<file path="src/rtl/parity_pkg.sv">
// Shared parity mode definitions for the streaming parity block and the framer.
package parity_pkg;

    typedef enum logic [1:0] {
        PAR_SPACE = 2'b00,
        PAR_ODD   = 2'b01,
        PAR_EVEN  = 2'b10,
        PAR_MARK  = 2'b11
    } par_mode_t;

endpackage

</file>
<file path="src/rtl/parity_stream_if.sv">
// Beat-side and result-side handshake bundle for parity_stream; slave is the block side.
interface parity_stream_if
    import parity_pkg::*;
#(
    parameter int DATA_W = 8,
    parameter int CNT_W  = 8
) ();

    par_mode_t          parity_type;
    logic               check_en;
    logic               in_valid;
    logic               in_ready;
    logic [DATA_W-1:0]  in_data;
    logic               in_par;
    logic               out_valid;
    logic               out_ready;
    logic [DATA_W-1:0]  out_data;
    logic               out_par;
    logic               out_err;
    logic               cnt_clr;
    logic [CNT_W-1:0]   err_cnt;

    modport master (
        output parity_type, check_en, in_valid, in_data, in_par, out_ready, cnt_clr,
        input  in_ready, out_valid, out_data, out_par, out_err, err_cnt
    );

    modport slave (
        input  parity_type, check_en, in_valid, in_data, in_par, out_ready, cnt_clr,
        output in_ready, out_valid, out_data, out_par, out_err, err_cnt
    );

endinterface

</file>
<file path="src/rtl/parity_calc.sv">
// Combinational parity bit for one data word under the selected mode.
// Zero latency, no state, no backpressure.
module parity_calc
    import parity_pkg::*;
#(
    parameter int DATA_W = 8
) (
    input  logic [DATA_W-1:0] data,
    input  par_mode_t         mode,
    output logic              p
);

    logic x;

    always_comb begin
        x = ^data;
        p = 1'b0;
        case (mode)
            PAR_SPACE: p = 1'b0;
            PAR_ODD:   p = ~x;
            PAR_EVEN:  p = x;
            PAR_MARK:  p = 1'b1;
            default:   p = 1'b0;
        endcase
    end

endmodule

</file>
<file path="src/rtl/parity_stream.sv">
// Streaming parity generate/check with one registered output stage and saturating error count.
// Latency 1 cycle; in_ready = !out_valid || out_ready, so a stalled output blocks input.
module parity_stream
    import parity_pkg::*;
#(
    parameter int DATA_W = 8,
    parameter int CNT_W  = 8
) (
    input  logic               clk,
    input  logic               reset,
    parity_stream_if.slave     bus
);

    localparam logic [CNT_W-1:0] CNT_MAX = '1;

    logic               p;
    logic               err;
    logic               accept;
    logic               out_valid_q;
    logic [DATA_W-1:0]  out_data_q;
    logic               out_par_q;
    logic               out_err_q;
    logic [CNT_W-1:0]   err_cnt_q;

    parity_calc #(.DATA_W(DATA_W)) u_calc (
        .data (bus.in_data),
        .mode (bus.parity_type),
        .p    (p)
    );

    assign err    = bus.check_en & (bus.in_par ^ p);
    assign accept = bus.in_valid & bus.in_ready;

    assign bus.in_ready  = !out_valid_q || bus.out_ready;
    assign bus.out_valid = out_valid_q;
    assign bus.out_data  = out_data_q;
    assign bus.out_par   = out_par_q;
    assign bus.out_err   = out_err_q;
    assign bus.err_cnt   = err_cnt_q;

    // Payload only loads on accept, so a drained beat leaves stale payload behind.
    always_ff @(posedge clk or posedge reset) begin
        if (reset) begin
            out_valid_q <= 1'b0;
            out_data_q  <= '0;
            out_par_q   <= 1'b0;
            out_err_q   <= 1'b0;
        end else if (accept) begin
            out_valid_q <= 1'b1;
            out_data_q  <= bus.in_data;
            out_par_q   <= p;
            out_err_q   <= err;
        end else if (bus.out_ready) begin
            out_valid_q <= 1'b0;
        end
    end

    always_ff @(posedge clk or posedge reset) begin
        if (reset) begin
            err_cnt_q <= '0;
        end else if (bus.cnt_clr) begin
            err_cnt_q <= '0;
        end else if (accept && err && (err_cnt_q != CNT_MAX)) begin
            err_cnt_q <= err_cnt_q + 1'b1;
        end
    end

endmodule

</file>
<file path="src/flat_wrapper.sv">
// flat-port wrapper written by rule: the top's interface ports become plain ports
module parity_stream_flat import parity_pkg::*;
#(
    parameter int DATA_W = 8,
    parameter int CNT_W  = 8
)
  (clk, reset, bus_parity_type, bus_check_en, bus_in_valid, bus_in_data, bus_in_par, bus_out_ready, bus_cnt_clr, bus_in_ready, bus_out_valid, bus_out_data, bus_out_par, bus_out_err, bus_err_cnt);
  parity_stream_if #(.DATA_W(DATA_W), .CNT_W(CNT_W)) bus_i ();
  input  logic clk;
  input  logic reset;
  input wire logic [$bits(bus_i.parity_type)-1:0] bus_parity_type;
  input wire logic [$bits(bus_i.check_en)-1:0] bus_check_en;
  input wire logic [$bits(bus_i.in_valid)-1:0] bus_in_valid;
  input wire logic [$bits(bus_i.in_data)-1:0] bus_in_data;
  input wire logic [$bits(bus_i.in_par)-1:0] bus_in_par;
  input wire logic [$bits(bus_i.out_ready)-1:0] bus_out_ready;
  input wire logic [$bits(bus_i.cnt_clr)-1:0] bus_cnt_clr;
  output wire logic [$bits(bus_i.in_ready)-1:0] bus_in_ready;
  output wire logic [$bits(bus_i.out_valid)-1:0] bus_out_valid;
  output wire logic [$bits(bus_i.out_data)-1:0] bus_out_data;
  output wire logic [$bits(bus_i.out_par)-1:0] bus_out_par;
  output wire logic [$bits(bus_i.out_err)-1:0] bus_out_err;
  output wire logic [$bits(bus_i.err_cnt)-1:0] bus_err_cnt;
  assign bus_i.parity_type = bus_parity_type;
  assign bus_i.check_en = bus_check_en;
  assign bus_i.in_valid = bus_in_valid;
  assign bus_i.in_data = bus_in_data;
  assign bus_i.in_par = bus_in_par;
  assign bus_i.out_ready = bus_out_ready;
  assign bus_i.cnt_clr = bus_cnt_clr;
  assign bus_in_ready = bus_i.in_ready;
  assign bus_out_valid = bus_i.out_valid;
  assign bus_out_data = bus_i.out_data;
  assign bus_out_par = bus_i.out_par;
  assign bus_out_err = bus_i.out_err;
  assign bus_err_cnt = bus_i.err_cnt;
  parity_stream #(.DATA_W(DATA_W), .CNT_W(CNT_W)) u_core (.clk(clk), .reset(reset), .bus(bus_i));
endmodule
</file>
<file path="config.mk">
export PLATFORM = sky130hd
export DESIGN_NAME = parity_stream_flat
export DESIGN_NICKNAME = d
export VERILOG_FILES = /design/src/rtl/parity_pkg.sv /design/src/rtl/parity_stream_if.sv /design/src/rtl/parity_calc.sv /design/src/rtl/parity_stream.sv /design/src/flat_wrapper.sv
export SDC_FILE = /design/constraint.sdc
export NUM_CORES = 1
export LEC_CHECK = 0
export ABC_AREA = 1
export CAP_MARGIN = 30
export CORE_UTILIZATION = 45
export CTS_CLUSTER_DIAMETER = 100
export DETAILED_ROUTE_END_ITERATION = 10
export GPL_TIMING_DRIVEN = 0
export PLACE_DENSITY = 0.77
export SYNTH_ARGS = -nofsm -noshare
export SYNTH_HDL_FRONTEND = slang
export SYNTH_SLANG_ARGS = --single-unit
</file>
<file path="constraint.sdc">
create_clock -name clk -period 2.39 [get_ports clk]
set_input_delay 0.239 -clock clk [delete_from_list [all_inputs] [get_ports clk]]
set_output_delay 0.239 -clock clk [all_outputs]
set_load 0.02 [all_outputs]
</file>
==> impl_metrics.py <==
metrics = {
    "route": {
        "drt-pass1-iter-count": 4,
        "routed_via_density": 5.01,
        "drc": 0,
        "drtIter0Drc": 28,
        "ant_nets": 0,
        "avgRoutedWirePerCell_um": 11.4,
        "num_vias": 1138,
        "totalWireLength_um": 2600,
    },
    "worst_setup_path": {
        "worst-endpoint-required_ps": 2150,
        "r2r_cells": 7,
        "r2r-start": "u_core.bus.err_cnt[0]",
        "cpMostUsedCell": "clkdlybuf4s50_1",
        "path_cells": "clkdlybuf4s50_1, inv_1, nand2_1, clkdlybuf4s50_1",
        "crit_path_max_fanout": 3,
        "cpMaxStageDelayCell": "clkdlybuf4s50_1",
        "worstPathArrival_ps": 1430,
        "crit_path_start_kind": "primary input",
        "critPathMaxStageDelay_ps": 610,
        "crit_type": "in -> out",
        "r2r_slack_ps": 730,
        "r2r-end": "u_core.bus.err_cnt[3]",
        "end_kind": "output port",
    },
    "finish": {
        "fin_util": 0.651,
        "final_cells": 227,
        "stdcell_area_um2": 1640,
        "fin_nets": 216,
        "final_layout_size_suffix_gt1_frac": 0.117,
        "antennaDiodeCount": 0,
        "area_growth_pct": 34.8,
    },
    "logic_synthesis": {
        "ys_seq_area_frac": 0.391,
        "synthesis.nets": 175,
        "synth_area_um2": 1220,
        "synth_area_leaders": "dfrtp_1, nand2_1, inv_1",
        "ys.warnings.count": 0,
        "ys.flop_type": "dfrtp_1",
        "netlist.area_leader.share": 0.391,
        "synth_top_cell_by_area": "dfrtp_1",
        "ys_async_sr_fraction": 1.00,
        "syn_area_per_cell_um2": 7.75,
        "synth-seq-cells": 19,
        "synth_edf_count": 0,
        "yosysUniqueCellTypes": 23,
        "ys_top_cells_by_count": "nand2_1, dfrtp_1, inv_1",
        "synth_most_common_cell": "nand2_1",
        "synthCells": 157,
    },
    "cts": {
        "post-cts-setup-buffers": 0,
        "hold_buffers": 0,
        "cts_tree": "done",
        "cts_buffers": 3,
        "htree_levels": 1,
        "cts_resized": 0,
        "clock_latency_ps": 300,
        "clk_pin_slew_ps": 120,
        "clock-sinks": 19,
        "cts_max_path_buffers": 2,
        "root_buffer": "clkbuf_4",
    },
    "power": {
        "ir_worst_vdd_uv": 319,
        "p_leak_nw": 0.849,
        "power_density_nw_per_um2": 482,
    },
    "grt": {
        "antenna_found_initial": 0,
        "grt_pass1_wl_um": 4070,
        "track_usage": 0.194,
        "overflow": 0,
        "grt_pass1_vias": 973,
        "grt_max_degree": 20,
    },
    "floorplan": {
        "dieArea_um2": 2920,
        "die_w_um": 54.0,
        "ios": 37,
        "start_util": 0.483,
        "die_h_um": 54.0,
        "rows": 18,
        "core_area_um2": 2520,
    },
    "place": {
        "dp_cells": 223,
        "pre_cts_ws_ps": 505,
        "gp_congestion": 0.769,
        "dp_hpwl_um": 1980,
        "placed_cell_area_um2": 1620,
        "portBuffers": 36,
    },
    "timing": {
        "hold_viol_final": 0,
        "rsz0062_at_grt": "false",
        "finalWorstSetupSlack_ps": 722,
        "skew_ps": 1.23,
        "setup_violations": 0,
        "tightest_slew_ps": 740,
        "final.period_utilization": 0.698,
        "timing.fmax_ghz": 0.599,
        "min_period_ps": 1670,
        "setup_tns_ps": 0,
        "slew_headroom": 0.506,
        "drv_slew": 0,
    },
    "min_path": {
        "min_path_type": "in -> async",
    },
    "status": {
        "outcome": "finished clean",
    },
    "job": {
        "drv_cap": 0,
    },
}
[layer usage]
layer | global-route usage | vias up | routed length, um
met5 | 0 | - | 0
met4 | 0.0812 | 0 | 40
met3 | 0.0198 | 4 | 87
met2 | 0.321 | 32 | 1240
met1 | 0.254 | 512 | 1230
li1 | - | 590 | -
[worst max-delay path by stage]
stage                                from  slack [ps]                     to  depth (start not counted)
floorplan           u_core.bus.err_cnt[0]         810  u_core.bus.err_cnt[7]                          7
global placement           bus_in_data[5]         570  u_core.bus.err_cnt[0]                         12
detailed placement         bus_in_data[5]         500  u_core.bus.err_cnt[7]                         13
CTS                         bus_out_ready         720           bus_in_ready                          4
global route        u_core.bus.err_cnt[0]         590  u_core.bus.err_cnt[3]                          7
finish                      bus_out_ready         720           bus_in_ready                          4
[placed cells by master, fill, tap and decap left out, drive strengths merged]
| master | synthesis | layout |
|---|---|---|
| a21oi | 3 | 3 |
| buf | 1 | 1 |
| clkbuf | 2 | 6 |
| clkdlybuf4s50 | 0 | 36 |
| dfrtp | 19 | 19 |
| ha | 1 | 1 |
| inv | 19 | 19 |
| nand2 | 65 | 65 |
| nand3 | 13 | 13 |
| nand3b | 1 | 1 |
| nand4 | 10 | 10 |
| nor2 | 8 | 8 |
| nor3 | 1 | 1 |
| nor3b | 1 | 1 |
| o21ai | 9 | 9 |
| xnor2 | 1 | 1 |
| xor2 | 3 | 3 |
[logic make-up after synthesis]
group,after synthesis,synth area share
flops,19,0.391
simple gates,99,0.443
compound gates,12,0.0586
fa+ha+maj,1,0.0103
xor+xnor,4,0.0288
buf+inv,22,0.0689
[layout make-up]
cell class              count  area (um2)
fillers                   233         881
multi-input cells         116         658
flip-flops and latches     19         475
repair buffers             36         360
inverters                  19        71.3
well taps                  30        37.5
clock buffers               4        26.3
plain buffers               3        12.5
[report_power, final]
group	internal (mW)	switching, mW	leakage, nW	total, mW
Clock	0.0651	0.108	0.0150	0.173
Combinational	0.112	0.142	0.589	0.254
Sequential	0.349	0.0146	0.245	0.363
[state kept, by name (all words and copies together), names as in the netlist]
register and flops:
u_core.bus.out_par 1, u_core.bus.out_data 8, u_core.bus.err_cnt 8, u_core.bus.out_err 1
u_core.bus.out_valid 1
[through the flow]
| stage | hold slack, ps | power (mW) |
|---|---|---|
| floorplan | 190 | 0.515 |
| global placement | 472 | 0.620 |
| detailed placement | 478 | 0.625 |
| CTS | 383 | 0.793 |
| global route | 422 | 0.831 |
| finish | 348 | 0.790 |
[critical path, delay by kind of cell]
| kind | cells | cell delay [ps] |
|---|---|---|
| AND/OR/NAND/NOR | 1 | 90 |
| buffers and inverters | 3 | 1110 |
No activity file was read; power rests on OpenSTA's default activity.
